File: src/rtl/leaf_link_driver_pkg.sv
// Shared packet layout and FSM encoding for the BFT leaf link driver.
package leaf_link_driver_pkg;
    localparam int WORD_W    = 49;
    localparam int PKT_W     = 48;
    localparam int VALID_BIT = 48;
    localparam int ADDR_MSB  = 47;
    localparam int ADDR_LSB  = 43;
    localparam int PORT_MSB  = 42;
    localparam int PORT_LSB  = 38;
    localparam int DATA_MSB  = 31;
    localparam int DATA_LSB  = 0;

    typedef enum logic [1:0] {IDLE, STALL, RESEND} state_e;
endpackage

File: src/rtl/leaf_egress_fifo.sv
// First-word-fall-through FIFO; a push into a full FIFO succeeds only if a pop happens the same cycle.
module leaf_egress_fifo #(
    parameter int W     = 48,
    parameter int DEPTH = 16
) (
    input  logic         clk_i,
    input  logic         rst_ni,
    input  logic         push_i,
    input  logic [W-1:0] data_i,
    input  logic         pop_i,
    output logic [W-1:0] data_o,
    output logic         valid_o,
    output logic         drop_o
);
    localparam int AW = $clog2(DEPTH);

    logic [W-1:0] mem_q [DEPTH];
    logic [AW:0]  wr_q, rd_q;
    logic         empty, full, pop, wr_en;

    assign empty   = (wr_q == rd_q);
    // Extra pointer MSB distinguishes full from empty when the indices match.
    assign full    = (wr_q[AW] != rd_q[AW]) && (wr_q[AW-1:0] == rd_q[AW-1:0]);
    assign pop     = pop_i && !empty;
    assign wr_en   = push_i && (!full || pop);
    assign drop_o  = push_i && full && !pop;
    assign valid_o = !empty;
    assign data_o  = empty ? '0 : mem_q[rd_q[AW-1:0]];

    always_ff @(posedge clk_i or negedge rst_ni) begin
        if (!rst_ni) begin
            wr_q <= '0;
            rd_q <= '0;
        end else begin
            if (wr_en) wr_q <= wr_q + 1'b1;
            if (pop)   rd_q <= rd_q + 1'b1;
        end
    end

    always_ff @(posedge clk_i) begin
        if (wr_en) mem_q[wr_q[AW-1:0]] <= data_i;
    end
endmodule

File: src/rtl/leaf_link_driver.sv
// Network-side endpoint of one BFT leaf link: credit-based send path, egress FIFO
// for page-emitted packets and a timeout-driven resend request.
module leaf_link_driver
    import leaf_link_driver_pkg::*;
#(
    parameter int         CREDITS       = 8,
    parameter int         FIFO_DEPTH    = 16,
    parameter logic [4:0] CREDIT_PORT   = 5'd31,
    parameter int         TIMEOUT       = 1024,
    parameter int         RESEND_CYCLES = 4
) (
    input  logic              clk,
    input  logic              reset_n,
    input  logic [PKT_W-1:0]  tx_data,
    input  logic              tx_valid,
    output logic              tx_ready,
    output logic [WORD_W-1:0] din_leaf_bft2interface,
    input  logic [WORD_W-1:0] dout_leaf_interface2bft,
    output logic              resend,
    output logic [PKT_W-1:0]  rx_data,
    output logic              rx_valid,
    input  logic              rx_ready,
    output logic [3:0]        credit_cnt,
    output logic              overflow,
    output logic [15:0]       drop_cnt
);
    localparam int             TW       = (TIMEOUT > 1) ? $clog2(TIMEOUT) : 1;
    localparam int             RW       = (RESEND_CYCLES > 1) ? $clog2(RESEND_CYCLES) : 1;
    localparam logic [TW-1:0]  TO_LAST  = TW'(TIMEOUT - 1);
    localparam logic [RW-1:0]  RS_LAST  = RW'(RESEND_CYCLES - 1);
    localparam logic [3:0]     CRED_MAX = 4'(CREDITS);

    state_e              state_q, state_d;
    logic [3:0]          credit_q, credit_d;
    logic [TW-1:0]       to_q, to_d;
    logic [RW-1:0]       rs_q, rs_d;
    logic                tx_ready_q, tx_ready_d;
    logic [WORD_W-1:0]   din_q;
    logic                overflow_q;
    logic [15:0]         drop_q;
    logic                pg_vld, credit_ret, push, send, drop;
    logic [4:0]          pg_port;

    assign pg_vld     = dout_leaf_interface2bft[VALID_BIT];
    assign pg_port    = dout_leaf_interface2bft[PORT_MSB:PORT_LSB];
    assign credit_ret = pg_vld && (pg_port == CREDIT_PORT);
    assign push       = pg_vld && (pg_port != CREDIT_PORT);
    assign send       = tx_valid && tx_ready_q;

    always_comb begin
        state_d  = state_q;
        credit_d = credit_q;
        to_d     = to_q;
        rs_d     = rs_q;
        case (state_q)
            IDLE: begin
                if (send && !credit_ret)
                    credit_d = credit_q - 4'd1;
                else if (!send && credit_ret && credit_q != CRED_MAX)
                    credit_d = credit_q + 4'd1;
                if (credit_d == 4'd0) state_d = STALL;
            end
            STALL: begin
                if (credit_ret) begin
                    credit_d = credit_q + 4'd1;
                    to_d     = '0;
                    state_d  = IDLE;
                end else if (to_q == TO_LAST) begin
                    to_d    = '0;
                    state_d = RESEND;
                end else begin
                    to_d = to_q + 1'b1;
                end
            end
            RESEND: begin
                // Returns arriving here are ignored; the full credit pool is restored on exit.
                if (rs_q == RS_LAST) begin
                    rs_d     = '0;
                    to_d     = '0;
                    credit_d = CRED_MAX;
                    state_d  = IDLE;
                end else begin
                    rs_d = rs_q + 1'b1;
                end
            end
            default: state_d = IDLE;
        endcase
        tx_ready_d = (state_d == IDLE) && (credit_d != 4'd0);
    end

    always_ff @(posedge clk or negedge reset_n) begin
        if (!reset_n) begin
            state_q    <= IDLE;
            credit_q   <= CRED_MAX;
            to_q       <= '0;
            rs_q       <= '0;
            tx_ready_q <= 1'b0;
            din_q      <= '0;
            overflow_q <= 1'b0;
            drop_q     <= '0;
        end else begin
            state_q    <= state_d;
            credit_q   <= credit_d;
            to_q       <= to_d;
            rs_q       <= rs_d;
            tx_ready_q <= tx_ready_d;
            if (send) din_q <= {1'b1, tx_data};
            else      din_q[VALID_BIT] <= 1'b0;
            if (drop) begin
                overflow_q <= 1'b1;
                if (drop_q != 16'hFFFF) drop_q <= drop_q + 16'd1;
            end
        end
    end

    leaf_egress_fifo #(.W(PKT_W), .DEPTH(FIFO_DEPTH)) u_fifo (
        .clk_i   (clk),
        .rst_ni  (reset_n),
        .push_i  (push),
        .data_i  (dout_leaf_interface2bft[PKT_W-1:0]),
        .pop_i   (rx_ready),
        .data_o  (rx_data),
        .valid_o (rx_valid),
        .drop_o  (drop)
    );

    assign tx_ready               = tx_ready_q;
    assign din_leaf_bft2interface = din_q;
    assign resend                 = (state_q == RESEND);
    assign credit_cnt             = credit_q;
    assign overflow               = overflow_q;
    assign drop_cnt               = drop_q;
endmodule
File: config.mk
export PLATFORM = sky130hd
export DESIGN_NAME = leaf_link_driver
export DESIGN_NICKNAME = d
export VERILOG_FILES = /design/src/rtl/leaf_link_driver_pkg.sv /design/src/rtl/leaf_egress_fifo.sv /design/src/rtl/leaf_link_driver.sv
export SDC_FILE = /design/constraint.sdc
export NUM_CORES = 1
export LEC_CHECK = 0
export ABC_AREA = 1
export BUFFER_PORTS_ARGS = -buffer_cell sky130_fd_sc_hd__clkbuf_2
export CORE_MARGIN = 4
export CORE_UTILIZATION = 45
export CTS_CLUSTER_SIZE = 12
export DETAILED_ROUTE_END_ITERATION = 10
export HOLD_SLACK_MARGIN = 0.15
export PLACE_DENSITY_LB_ADDON = 0.15
export SYNTH_ARGS = -nofsm -noshare
export SYNTH_HDL_FRONTEND = slang
export SYNTH_SLANG_ARGS = --single-unit
File: constraint.sdc
create_clock -name clk -period 9.4 [get_ports clk]
set_input_delay 0.47 -clock clk [delete_from_list [all_inputs] [get_ports clk]]
set_output_delay 0.47 -clock clk [all_outputs]
set_load 0.05 [all_outputs]
; ---- Word level (Yosys, flattened, before mapping)
; Memories as Yosys holds them, arrays and structs flattened.
; Index checks and enable logic that the tools add are counted.
[totals]
register_bits = 95
ramBits = 768
in_bits = 101
word_cells = 76
mem_count = 1
[memory_table]
columns = memory, words, width, rd, rd_ports_with_merged_regs, wr, line
row1 = u_fifo.mem_q, 16, 48, 1, 0, 1, leaf_egress_fifo.sv:17  ; logic [W-1:0] mem_q [DEPTH];
[classes]
addsub = 7
n_eq_ne = 12
mux = 20
reduce_logical = 25
[ops]
columns = operator, n
row1 = two-way mux 48 bit, 1
row2 = two-way mux 10 bit, 3
row3 = two-way mux 4 bit, 5
row4 = case mux 10 bit (2 select lines), 1
row5 = adder 16 x 1 -> 16 bit (second input constant), 1
row6 = != test 16 bit (second input constant), 1
row7 = logical AND 1 bit, 12
row8 = case mux 4 bit (3 select lines), 1
row9 = adder 10 x 1 -> 10 bit (second input constant), 1
row10 = adder 5 x 1 -> 5 bit (second input constant), 2
row11 = equality test 10 bit (second input constant), 1
row12 = two-way mux 2 bit, 5
row13 = case mux 2 bit (3 select lines), 1
row14 = equality test 5 bit, 1
row15 = equality test 5 bit (second input constant), 1
row16 = zero test 1 bit, 5
row17 = != test 5 bit (second input constant), 1
row18 = adder 4 x 1 -> 4 bit (second input constant), 1
row19 = equality test 2 bit (second input constant), 2
row20 = equality test 4 bit, 1
row21 = zero test 2 bit, 2
row22 = zero test 4 bit, 1
row23 = != test 4 bit (second input constant), 1
row24 = AND reduction 2 bit, 2
row25 = 9 further kinds, 11

; ---- Depth between registers and ports, before layout
; Gate-level depths: netlist of the first run.
[depth]
word_depth = 12
depth_mapped = 15
mapped_depth_nobuf = 15

; ---- Cells and area by module
; From an unflattened synthesis of the first run, not the netlist that was laid out.
[hier_totals]
cells_unflattened = 3787
area_unflattened_um2 = 37860.1
[modules_own_cells]
columns = mod, n_inst, cells_each, area_per_inst_um2
row1 = leaf_egress_fifo, 1, 3303, 33841.2
row2 = leaf_link_driver, 1, 484, 4018.9

; ---- Least setup slack after synthesis of the first run
; Ideal clock, no wire load.
[synth_timing]
kind = reg-to-reg
from = register u_fifo.rd_q[0]
to = memory u_fifo.mem_q[15][0] (enable)
setup_time_ps = 456
arrival_ps = 3197
slack_ps = 5746
path_stages_with_launch = 10
synth_period_minus_slack_ps = 3654
path_cell_list = dfrtp_1 buf_6 buf_6 nand2_1 a21oi_2 nand3_2 nand2_1 inv_2 nand2_1 nor2_1
[synth_via]
elab_chain_len = 7
[synth_lines]
columns = element, line
row1 = start: declaration, leaf_egress_fifo.sv:18  ; logic [AW:0] wr_q, rd_q;
row2 = start signal: assignment, leaf_egress_fifo.sv:36  ; if (pop) rd_q <= rd_q + 1'b1;
row3 = equality test 5 bit or equality test 4 bit (tied branches), "leaf_egress_fifo.sv:21, leaf_egress_fifo.sv:23"
row4 = zero test 1 bit or logical AND 1 bit (tied branches), "leaf_egress_fifo.sv:24, leaf_egress_fifo.sv:23"
row5 = logical AND 1 bit or zero test 1 bit (tied branches), "leaf_egress_fifo.sv:24, leaf_egress_fifo.sv:25"
row6 = logical OR 1 bit (*), leaf_egress_fifo.sv:25  ; assign wr_en = push_i && (!full || pop);
row7 = logical AND 1 bit (*), leaf_egress_fifo.sv:25
row8 = two-way mux 1 bit (*), leaf_egress_fifo.sv:41  ; if (wr_en) mem_q[wr_q[AW-1:0]] <= data_i;
row9 = two-way mux 1 bit (not written as such) (*), leaf_egress_fifo.sv:41
row10 = end: declaration, leaf_egress_fifo.sv:17
; Mark *: on every way between the ends. The rest lies on a longest branch, timed or not.

; ---- Worst setup path in the final report of the first run
[layout_timing]
from = register u_fifo.rd_q[0]
to = output port rx_data[3]
[layout_via]
elab_chain_len = 2
[layout_lines]
columns = element, line
row1 = memory (16 x 48 bit) or equality test 5 bit (tied branches), -
row2 = two-way mux 48 bit (*), leaf_egress_fifo.sv:28  ; assign data_o = empty ? '0 : mem_q[rd_q[AW-1:0]];
row3 = end: declaration, leaf_link_driver.sv:20  ; output logic [PKT_W-1:0] rx_data,
; Marks and branches as above.

==> results.txt, run 1 <==
----------------------------------------------------
[Critical path]
  Arrival time reported for the critical path endpoint ... 4.56 ns
  Buffer and inverter count on the worst path ... 3
  Category of the worst setup path launch point ... flip-flop
  Critical path endpoint category ... output port
  Data required time at the worst endpoint ... about 8.9 ns
  Class of the most critical setup path ... reg2out
  Largest delay contributor family on the critical path ... buffers and inverters
  Cell with the largest stage delay on the worst path ... buf_4
  Dominant cell type by count on the critical path ... buf_4
  Largest stage delay on the critical path ... 1.00 ns
  Largest fanout on the critical path ... 103
  Cell-by-cell listing of the critical path ... buf_4, buf_4, o21ai_0, o221ai_1, nand3_1, a31oi_1, clkbuf_2

[GRT]
  Pin count of the biggest net entering global routing ... 184
  Total global routing track utilization ... 0.2133
  Global-route congestion overflow total ... 0
  Wire length of the first global-routing pass ... about 130 mm
  Initial antenna violation count ... 5
  Number of global-route vias before repair ... approximately 21000

[Timing]
  Count of final setup violators ... 0
  Final-layout setup total negative slack ... 0 ns
  Upper clock frequency limit ... 0.1988 GHz
  Final clock skew ... 0.02228 ns
  Setup slack of the critical path after layout ... 4.370 ns
  Fin. max-slew vios ... 0
  Remaining max-slew budget at the tightest pin ... 0.2137
  Time the worst path needs with I/O delays and setup ... 5.030 ns
  Setup repair after global routing missed its margin ... false
  Final number of hold-violating endpoints ... 0
  Tightest Pin Transition ... 1.179 ns
  Fraction of the cycle the final worst path needs ... 0.5351

[Layout]
  Non-filler instance count after layout ... 3895
  Layout area overhead ... 15.32%
  Fraction of final layout cells with drive strength greater than 1 ... 0.1404
  Filler cell count in the final layout ... 6362
  Final net count ... 2906
  Post-layout util ... 0.5230

[Drt]
  Number of search-and-repair iterations in the first detailed-routing pass ... 6
  Total DRC errors in the routed layout ... 0
  Average detailed-routed wire length per instance ... 22.81 um
  Routed Wire Length ... about 89 mm
  Vias after detailed routing ... 21851
  Post-route ant nets ... 0
  Initial DRC count ... 2065
  Ratio of routed vias to standard cells ... roughly 5.6

[Synth]
  Library cell with the highest instance count after synthesis ... edfxtp_1
  Combined area of all synthesized cells ... 0.03445 sq mm
  Dominant cells by area after synthesis ... edfxtp_1, dfrtp_1, nor2_1
  Post-synthesis cell type with the largest combined area ... edfxtp_1
  Cell variety after synth ... 37
  Total of flip-flops plus latches after synthesis ... 863
  Synth top cells by count ... edfxtp_1, nor2_1, nand2_1
  Main synth FF type ... edfxtp_1
  Top-area cell type share of the netlist area ... 0.6695
  Number of instances in the synthesized netlist ... 2560
  YS warnings ... 0
  Average size of a mapped cell ... 13.46 sq um
  Async set or reset register ratio after synthesis ... 0.1101
  Number of enable-type register cells in the synthesized netlist ... 768
  Total nets after synthesis ... about 2700
  Post-synthesis sequential area ratio ... 0.7386

[CTS]
  Post-CTS setup-driven buffer insertion count ... 0
  Root Buffer Master ... clkbuf_16
  Clock network latency to the later pin of the worst-skew pair ... 0.65 ns
  Number of H-tree branching levels ... 3
  Cts bufs inserted ... 92
  Number of buffers inserted for hold repair after clock tree synthesis ... between 40 and 50
  Post-cts gate resize count ... 0
  TritonCTS clock tree ... built
  Clock sink total ... approximately 860
  Clock transition at the register clock pins on the worst setup and hold paths after CTS ... 0.06 ns
  Largest buffer count on any clock path ... 3

[Floorplan]
  Horizontal die dimension ... 284.7 um
  Total die area ... 0.08104 sq mm
  Core Region ... 0.07595 sq mm
  Standard-cell rows ... 101
  Initial Util ... 0.4535
  Number of top-level design ports ... around 220
  Chip Height ... 284.7 um

[Place]
  Worst setup slack after placement ... 5.045 ns
  Post-DP HPWL ... approximately 43 mm
  PortBufs ... 221
  Placed Instances ... 3682
  GP Congestion ... 0.8020

[Pwr]
  Sequential power share ... 0.371
  Total power per unit cell area ... 340.1 mW/mm^2
  Peak supply drop ... 269.2 uV
  Clock group share of total power ... 0.252
  Internal power consumption ... between 7 and 8 mW
  Switching part of the total power ... 0.4147
  Reported leakage power ... 14.08 nW
  Combinational Power Share ... 0.377
  Net load switching power ... 5.601 mW
  Overall power of the completed layout ... about 14 mW

[Min path]
  Worst min-delay path category ... in2reg

[Run status]
  Status ... finished clean

[Job]
  Count of max-cap constraint violations ... 0

----------------------------------------------------
## logic make-up after synthesis
kind of cell	synth area share
AO/OA/AOI/OAI	0.09677
XOR/XNOR	0.009154
adder cells (fa/ha/maj)	0.003632
buffers and inverters	0.03095
flip-flops	0.7386
multiplexers	0.02790
AND/OR/NAND/NOR	0.09303
## power by group through the flow
stage                     Sequential, mW  Combinational [mW]  Clock (mW)
after detailed placement            5.08                5.10           0
final                               5.01                5.10        3.40
after global placement              5.07                5.04           0
after global routing                5.05                5.46        3.64
after CTS                           5.01                5.14        3.48
after floorplan                     5.35                3.39           0
## final timing paths
kind                                              from  slack [ns]  cells past startpoint                   end
max                                     u_fifo.rd_q[0]        4.37                      7            rx_data[3]
min                        dout_leaf_interface2bft[22]        0.23                      1  u_fifo.mem_q[13][22]
max reg2reg                             u_fifo.rd_q[2]        5.29                      9   u_fifo.mem_q[0][33]
min reg2reg                                    rs_q[1]        0.48                      2               rs_q[1]
max in group asynchronous                      reset_n        7.79                      3        u_fifo.rd_q[0]
min in group asynchronous                      reset_n        0.25                      2           drop_cnt[7]
## per-layer routing
layer  routed length (um)  vias to the layer above  GRT usage
li1                     -                     9947          -
met1                37770                    11052     0.2877
met2                43560                      691     0.3583
met3                 5354                      153    0.03528
met4                 2131                        8    0.06371
met5                   48                        -          0
## sequential cells by signal, summed over array words and instances, names as in the netlist
signal and count:
din_leaf_bft2interface 49, state_q 2, tx_ready 1, u_fifo.rd_q 5, u_fifo.mem_q 768, u_fifo.wr_q 5
overflow 1, rs_q 2, credit_cnt 4, drop_cnt 16, to_q 10
## metrics by stage
stage	hold slack, ns	area [sq um]
floorplan	0.1744	34450
global placement	0.3496	36410
detailed placement	0.3572	36410
CTS	0.1856	39720
global route	0.2326	39720
finish	0.2283	39720
## final cells by class
cell class / count / area, sq um / share of cell area
Antenna cell: 1 / 2.502 / 0.00006300
Inverter: 62 / 240.2 / 0.006048
Clock buffer: 123 / 2460 / 0.06193
Clock inverter: 40 / 355.3 / 0.008946
Multi-Input combinational cell: 1475 / 8066 / 0.2031
Tap cell: 1030 / 1289 / 0.03244
Timing Repair Buffer: 301 / 1857 / 0.04674
Sequential cell: 863 / 25450 / 0.6408
## cell usage in the layout (no fill, tap or decap), types with 13 or more instances in the layout
master	netlist	layout
a22o_1	13	13
o22ai_1	42	42
nand3_1	51	51
o221ai_1	60	60
nor2_1	428	411
buf_4	25	30
a31oi_1	36	36
clkbuf_1	84	28
o21ai_0	221	221
a21oi_1	13	13
xor2_1	28	28
nor2_4	0	17
nand2_1	326	326
clkbuf_2	0	220
mux2i_1	96	96
inv_1	58	54
o32ai_1	84	84
edfxtp_1	768	768
clkbuf_16	0	93
dlygate4sd3_1	0	49
clkinv_1	0	20
dfrtp_1	94	91
o211ai_1	37	37
## worst reg2reg max path: stages (launching register included)
cell,delay (ns)
dfrtp_4,0.92
buf_4,0.59
xor2_1,0.22
nor2_1,0.09
nand3_2,0.09
nand2_1,0.09
inv_2,0.11
nand2_1,0.23
nor2_4,0.78
buf_4,0.60
(Power assumes the default switching activity.)
==> inputs of run 2 (changes only) <==
clock period = 4.5 ns   (was 9.4 ns; I/O delays follow)
==> results.txt, run 2 (same netlist as run 1, synthesis figures left out) <==
----------------------------------------------------
[Critical path]
  Buffer and inverter count on the worst path ... 3 (unchanged)
  Dominant cell type by count on the critical path ... o211ai_1
  Arrival time reported for the critical path endpoint ... 3.70 ns (-0.86 ns)
  Largest fanout on the critical path ... 77 (-25%)
  Data required time at the worst endpoint ... 4.28 ns (-4.65 ns)
  Class of the most critical setup path ... reg2out
  Category of the worst setup path launch point ... flip-flop
  Largest stage delay on the critical path ... 0.81 ns (-0.19 ns)
  Flop2flop setup slack ... 1.21 ns (-4.08 ns)
  Cell-by-cell listing of the critical path ... inv_8, buf_4, o21ai_0, o211ai_1, o211ai_1, a31oi_1, clkbuf_2
  Cell with the largest stage delay on the worst path ... buf_4
  Critical path endpoint category ... output port
  Largest delay contributor family on the critical path ... buffers and inverters

[Timing]
  Final number of hold-violating endpoints ... 0 (unchanged)
  Fin. max-slew vios ... 0 (unchanged)
  Setup repair after global routing missed its margin ... false
  Final clock skew ... 0.02131 ns (-0.0009721 ns)
  Fraction of the cycle the final worst path needs ... 0.8719
  Upper clock frequency limit ... 0.2549 GHz
  Time the worst path needs with I/O delays and setup ... roughly 4 ns
  Tightest Pin Transition ... 1.167 ns (-0.01279 ns)
  Final-layout setup total negative slack ... 0 ns (unchanged)
  Remaining max-slew budget at the tightest pin ... 0.2223 (+0.008525)
  Count of final setup violators ... 0 (unchanged)

[Floorplan]
  Horizontal die dimension ... 284.7 um (unchanged)
  Chip Height ... 284.7 um (unchanged)
  Standard-cell rows ... 101 (unchanged)
  Total die area ... 0.08104 sq mm (unchanged)
  Initial Util ... 0.4535 (unchanged)
  Number of top-level design ports ... 222 (unchanged)
  Core Region ... 0.07595 sq mm (unchanged)

[GRT]
  Total global routing track utilization ... 0.2114 (-0.001927)
  Number of global-route vias before repair ... 21858 (+2.9%)
  Global-route congestion overflow total ... 0 (unchanged)
  Wire length of the first global-routing pass ... 132.0 mm (unchanged)
  Initial antenna violation count ... 3 (-2)
  Pin count of the biggest net entering global routing ... 205 (+11%)

[CTS]
  Root Buffer Master ... clkbuf_16
  Cts bufs inserted ... 91 (-1.1%)
  TritonCTS clock tree ... built
  Clock transition at the register clock pins on the worst setup and hold paths after CTS ... 0.06 ns (about the same)
  Clock sink total ... 863 (unchanged)
  Largest buffer count on any clock path ... 3 (unchanged)
  Number of H-tree branching levels ... 3 (unchanged)
  Clock network latency to the later pin of the worst-skew pair ... 0.63 ns (-0.02 ns)
  Post-CTS setup-driven buffer insertion count ... 0 (unchanged)

[Pwr]
  Total power per unit cell area ... 697.1 mW/mm^2 (+110%)
  Overall power of the completed layout ... 28.31 mW (+110%)
  Reported leakage power ... 14.49 nW (+2.9%)
  Peak supply drop ... 462.5 uV (+72%)

[Layout]
  Multi-input combinational cell area ... 0.008066 sq mm (unchanged)
  Max FFs per register ... 768 (unchanged)
  Final net count ... 2985 (+2.7%)
  Non-filler instance count after layout ... 3977 (+2.1%)
  Register area ... 0.02545 sq mm (unchanged)
  Fraction of final layout cells with drive strength greater than 1 ... 0.1447 (+0.004338)
  Layout area overhead ... 17.91%
  Filler cell count in the final layout ... 6256 (-1.7%)
  Commonest cells after routing, fill and taps aside ... edfxtp_1, nor2_1, nand2_1
  Most common cell after layout, fill and taps aside ... edfxtp_1

[Place]
  GP Congestion ... 0.8444 (+5.3%)
  Placed Instances ... 3704 (+0.60%)
  Post-DP HPWL ... 46.74 mm (+8.4%)
  PortBufs ... 221 (unchanged)

[Min path]
  Worst min-delay path category ... in2async

[Drt]
  Number of search-and-repair iterations in the first detailed-routing pass ... 5 (-1)
  Routed Wire Length ... 87.65 mm (-1.4%)
  Initial DRC count ... 1931 (-6.5%)
  Ratio of routed vias to standard cells ... 5.511 (-1.8%)
  Post-route ant nets ... 0 (unchanged)
  Average detailed-routed wire length per instance ... 22.04 um (-3.4%)
  Vias after detailed routing ... 21918 (+0.31%)
  Total DRC errors in the routed layout ... 0 (unchanged)

[Job]
  Count of max-cap constraint violations ... 0 (unchanged)

[Run status]
  Status ... finished clean

----------------------------------------------------
run 2: cell types whose count changed in the layout (fill, tap and decap cells not counted), moves of 2 or more:
cell	delta
buf_12	+13
clkinv_2	+5
inv_16	-2
diode_2	+2
clkinv_1	-6
clkbuf_1	+3
buf_4	+9
clkinv_8	+2
dlygate4sd3_1	+58
run 2: worst paths after layout:
kind	startpoint	endpoint	cells after the start
setup / recovery	u_fifo.rd_q[0]	rx_data[38]	7
hold / removal	reset_n	din_leaf_bft2interface[5]	2
setup reg to reg	u_fifo.rd_q[1]	u_fifo.mem_q[5][34]	8
min in group clk	tx_data[36]	din_leaf_bft2interface[36]	4
hold reg to reg	din_leaf_bft2interface[18]	din_leaf_bft2interface[18]	2
max in group asynchronous	reset_n	din_leaf_bft2interface[1]	3
run 2: cell type report:
type,instances,area share
Antenna cell,3,0.0001848
Timing Repair Buffer,381,0.06808
Inverter,62,0.005915
Clock inverter,37,0.007671
Multi-Input combinational cell,1475,0.1986
Clock buffer,126,0.06112
Tap cell,1030,0.03173
Sequential cell,863,0.6267
run 2: metrics by stage:
step | hold WS (ns) | cell area (sq um) | setup WS [ns] | util
4_1_cts | 0.1897 | 40610 | 0.5060 | 0.5347
6_report | 0.1950 | 40610 | 0.5764 | 0.5348
2_1_floorplan | -0.07059 | 34450 | 0.8461 | -
3_3_place_gp | 0.3057 | 36740 | 1.185 | 0.4838
5_1_grt | 0.2611 | 40610 | 0.3999 | 0.5347
3_5_place_dp | 0.3171 | 36740 | 1.179 | 0.4838
run 2: repair_timing:
action | CTS | global route
hold buffers | 107 | 0
gates resized for setup | 0 | 0
endpoints found under the setup margin | 0 | 0
endpoints found under the hold margin | 869 | 0
run 2: power breakdown:
part	leakage [nW]	total, mW	internal [mW]	switching [mW]
Clock	1.36	7.06	4.08	2.98
Combinational	5.01	10.9	2.84	8.10
Sequential	8.11	10.3	9.77	0.539
run 2: routing by layer:
| layer | track usage | vias to the layer above | wire length (um) | part of all wire |
|---|---|---|---|---|
| li1 | - | 10100 | - | - |
| met1 | 0.2901 | 11129 | 38680 | 0.44 |
| met2 | 0.3548 | 566 | 42940 | 0.49 |
| met3 | 0.03039 | 123 | 4192 | 0.048 |
| met4 | 0.05919 | 0 | 1834 | 0.021 |
| met5 | 0 | - | 0 | 0 |
